==> src/rtl/serial_tx_arbiter.sv <==
// Round-robin scheduler for two requesters feeding the serial channel; words are shifted MSB-first.
// Bits appear in the WIDTH cycles after accept; a new word can be taken on the last-bit cycle, so there is no gap.
module serial_tx_arbiter #(
  parameter int WIDTH = 4
) (
  input  logic             clk,
  input  logic             rst,
  input  logic             req0_valid,
  input  logic [WIDTH-1:0] req0_data,
  output logic             req0_ready,
  input  logic             req1_valid,
  input  logic [WIDTH-1:0] req1_data,
  output logic             req1_ready,
  output logic             sout,
  output logic             sout_valid,
  output logic             sout_last,
  output logic             sout_src,
  output logic             busy
);
  localparam int CNT_W = (WIDTH > 1) ? $clog2(WIDTH) : 1;

  typedef enum logic {IDLE, SHIFT} state_t;

  state_t             r_state;
  state_t             w_next;
  logic               r_ptr;
  logic [CNT_W-1:0]   r_cnt;
  logic [WIDTH-1:0]   r_shift;
  logic               r_src;

  logic w_last;
  logic w_slot;
  logic w_grant0;
  logic w_grant1;
  logic w_acc0;
  logic w_acc1;
  logic w_acc;

  assign w_last   = (r_state == SHIFT) && (r_cnt == CNT_W'(WIDTH - 1));
  assign w_slot   = (r_state == IDLE) || w_last;

  // On contention the pointer names the winner; a lone requester always wins.
  assign w_grant0 = req0_valid && (!req1_valid || !r_ptr);
  assign w_grant1 = req1_valid && (!req0_valid ||  r_ptr);

  assign req0_ready = w_grant0 && w_slot && !rst;
  assign req1_ready = w_grant1 && w_slot && !rst;

  assign w_acc0 = req0_valid && req0_ready;
  assign w_acc1 = req1_valid && req1_ready;
  assign w_acc  = w_acc0 || w_acc1;

  always_ff @(posedge clk) begin
    if (rst) begin
      r_state <= IDLE;
    end else begin
      r_state <= w_next;
    end
  end

  always_comb begin
    w_next = r_state;
    case (r_state)
      IDLE:    if (w_acc) w_next = SHIFT;
      SHIFT:   if (w_last && !w_acc) w_next = IDLE;
      default: w_next = IDLE;
    endcase
  end

  always_ff @(posedge clk) begin
    if (rst) begin
      r_ptr   <= 1'b0;
      r_cnt   <= '0;
      r_shift <= '0;
      r_src   <= 1'b0;
    end else if (w_acc) begin
      r_shift <= w_acc1 ? req1_data : req0_data;
      r_src   <= w_acc1;
      r_cnt   <= '0;
      r_ptr   <= !w_acc1;
    end else if (r_state == SHIFT) begin
      r_shift <= {r_shift[WIDTH-2:0], 1'b0};
      r_cnt   <= w_last ? '0 : r_cnt + CNT_W'(1);
    end
  end

  assign sout_valid = (r_state == SHIFT);
  assign busy       = (r_state == SHIFT);
  assign sout       = (r_state == SHIFT) && r_shift[WIDTH-1];
  assign sout_last  = w_last;
  assign sout_src   = r_src;

endmodule

==> config.mk <==
export PLATFORM = sky130hd
export DESIGN_NAME = serial_tx_arbiter
export DESIGN_NICKNAME = d
export VERILOG_FILES = /design/src/rtl/serial_tx_arbiter.sv
export SDC_FILE = /design/constraint.sdc
export NUM_CORES = 1
export LEC_CHECK = 0
export ABC_CLOCK_PERIOD_IN_PS = 2000
export CORE_AREA = 2 2 52 54
export DETAILED_ROUTE_END_ITERATION = 8
export DIE_AREA = 0 0 54 56
export PLACE_DENSITY = 0.52
export SLEW_MARGIN = 20
export SYNTH_ARGS = -nofsm -noshare
export SYNTH_HDL_FRONTEND = slang
export SYNTH_SLANG_ARGS = --single-unit
export TNS_END_PERCENT = 1
==> constraint.sdc <==
create_clock -name clk -period 2 [get_ports clk]
set_input_delay 0.4 -clock clk [delete_from_list [all_inputs] [get_ports clk]]
set_output_delay 0.4 -clock clk [all_outputs]
set_load 0.03 [all_outputs]
==> reports/metrics.cfg, run 1 <==
[setup_path]
crit_type=in2out
crit_start=req1_valid
max_stage_delay_ns=0.52
worstPathMaxFanout=3
cp.required_ns=1.60
cpMaxStageDelayCell=clkdlybuf4s50_1
worst_ep_arrival_time_ns=1.54
rr_startpoint=busy$_SDFF_PP0_
crit_chain=clkdlybuf4s50_1 -> inv_1 -> nor4_4 -> buf_6
cp-end-kind=output pin
start_kind=input port

[sta]
finalHoldViolCount=0
relSlewSlack=0.778
rsz0062_at_grt=yes
slew_violations=0
final-setup-viol-count=0
skew_ns=0.00965
tightestPinTransition_ns=0.332
fin_crit_sh=0.969
fin_crit_ns=1.94
max_freq_mhz=516

[power_and_ir_drop]
p_sw_uw=141
p_per_area_nw_per_um2=568
combPwrFrac=0.289
finalPower_uw=480
peakVddDrop_mv=0.314
clockPowerShare=0.294
internal-power_uw=340
leakage_uw=0.000365
seqPwrFrac=0.417
switching_share=0.293

[synthesis]
synthArstFlopShare=0
synth_top_area_frac=0.311
synth_fp_nets=78
syn-cell-area_um2=579
yosysSeqAreaShare=0.311
synthFlopType=dfxtp_1
netlist_instances=65
ys_warn_count=0
ys_types=28
synth.most_common_cell=dfxtp_1
synthTopCellsByArea=dfxtp_1, a311oi_1, o41ai_1
syn_avg_cell_area_um2=8.91
synth_area_leader_cell=dfxtp_1
synth_common_cells=dfxtp_1, a31oi_1
synth_seq_cells=9
synth_enable_flop_cells=0

[routing]
first_pass_iters=4
drt-initial-drc-count=9
via_count=570
via_per_inst=4.91
drc=0
wirelength_mm=1.40
routedWlPerCell_um=12.0
antenna_left=0

[placed_design]
place_congestion=0.790
hpwl_mm=1.13
port_buffers=18

[final_layout]
n_antenna_cell=0
fin_nets=100
area_delta_synth_final_pct=46.0
drive_gt1_frac=0.256
fill_cells=257
utilization=0.348

[grt]
antenna_found_initial=0
overflow=0
grt_pass1_wl_mm=2.55
grt_usage=0.113
grt_pass1_vias=617
grt_max_degree=11

[cts]
post_cts_buffers=0
numCtsBuffers=3
cts_buffer_depth=2
clk_latency_ns=0.26
clk_pin_slew_worst_paths_ns=0.06
clock_sinks=9
cts_tree=done
cts_root_buf=clkbuf_4
htreeDepth=1

[run]
maxCapViolCount=0

[run_status]
run_status=finished clean

[die]
floorplan.die.width_um=54
die_y_um=56
placementRows=18
ios=19
fp.dieArea_um2=3020
initial_core_util=0.238
core_area_um2=2430

[worst_hold_path]
hold_class=reg2reg
min_from=sout_src$_SDFFE_PP0P_

[cell usage in the layout, fill, tap and decap left out, types with 4 or more instances in the layout]
cell             synthesis  final
or4_1                    4      4
buf_4                    1      9
a311oi_1                 4      4
clkdlybuf4s50_1          0     13
a31oi_1                  5      5
inv_1                    4      4
nand2_1                  4      4
dfxtp_1                  9      9
o41ai_1                  4      4
[final timing paths]
path	end	depth (start not counted)	slack (ns)
worst max-delay path	req1_ready	4	0.06
worst min-delay path	sout_src$_SDFFE_PP0P_	1	0.45
worst max register to register	r_shift[3]$_SDFFE_PP0P_	4	0.40
worst min register to register	sout_src$_SDFFE_PP0P_	1	0.45
[sequential cells by signal, indices dropped and copies added (netlist names)]
signal,count
r_shift,4
r_cnt,2
busy,1
r_ptr,1
sout_src,1
[logic make-up (layout without fill, tap and decap cells)]
family,Yosys count,after routing,synth area share
fa+ha+maj,1,1,0.0216
simple gates,20,20,0.225
mux,4,4,0.0756
buf+inv,13,34,0.132
flops,9,9,0.311
compound gates,18,18,0.235
[worst max-delay path, delay by kind of cell]
family | cells | cell delay (ns)
AND/OR/NAND/NOR | 1 | 0.34
buffers and inverters | 3 | 0.79
[through the flow]
stage	hold slack, ns	setup slack, ns	setup TNS, ns	std cells	instance area [um2]
floorplan	0.500	-0.324	-0.324	65	587
global placement	0.439	-0.00310	-0.00310	112	798
detailed placement	0.446	-0.0322	-0.0480	112	798
CTS	0.460	0.00493	0	116	837
global route	0.482	-0.0138	-0.0138	116	846
finish	0.453	0.0626	0	116	846
[area by class of cell]
cell class / instances / area (um2) / share of cell area
Multi-Input combinational cell: 43 / 344 / 0.407
Timing Repair Buffer: 26 / 243 / 0.287
Sequential cell: 9 / 180 / 0.213
Clock buffer: 4 / 26.3 / 0.0311
Inverter: 4 / 15.0 / 0.0178
Tap cell: 30 / 37.5 / 0.0444
[power by group through the flow]
stage	logic, uW	clock network, uW	registers [uW]
floorplan	82.8	0	207
global placement	135	0	204
detailed placement	135	0	204
CTS	139	147	200
global route	151	159	202
finish	139	141	200
[timing repair]
item                                    4_1_cts  5_1_grt
gates resized for setup                       3        3
endpoints found under the setup margin        3        3
hold buffers                                  0        0
cloned                                        0        0
[routing by layer]
layer,global-route usage,share of wire
met1,0.136,0.43
met2,0.179,0.50
met3,0.0242,0.044
met4,0.0643,0.018
met5,0,0
Power figures use the tool's default switching activity.
==> run 2, diff against run 1 <==
--- a/config.mk
+++ b/config.mk
@@ -6,6 +6,7 @@
 export NUM_CORES = 1
 export LEC_CHECK = 0
 export ABC_CLOCK_PERIOD_IN_PS = 2000
+export CAP_MARGIN = 20
 export CORE_AREA = 2 2 52 54
 export DETAILED_ROUTE_END_ITERATION = 8
 export DIE_AREA = 0 0 54 56
==> results of run 2 <==
Same layout as run 1: the final DEF is identical, and so are final timing and power.
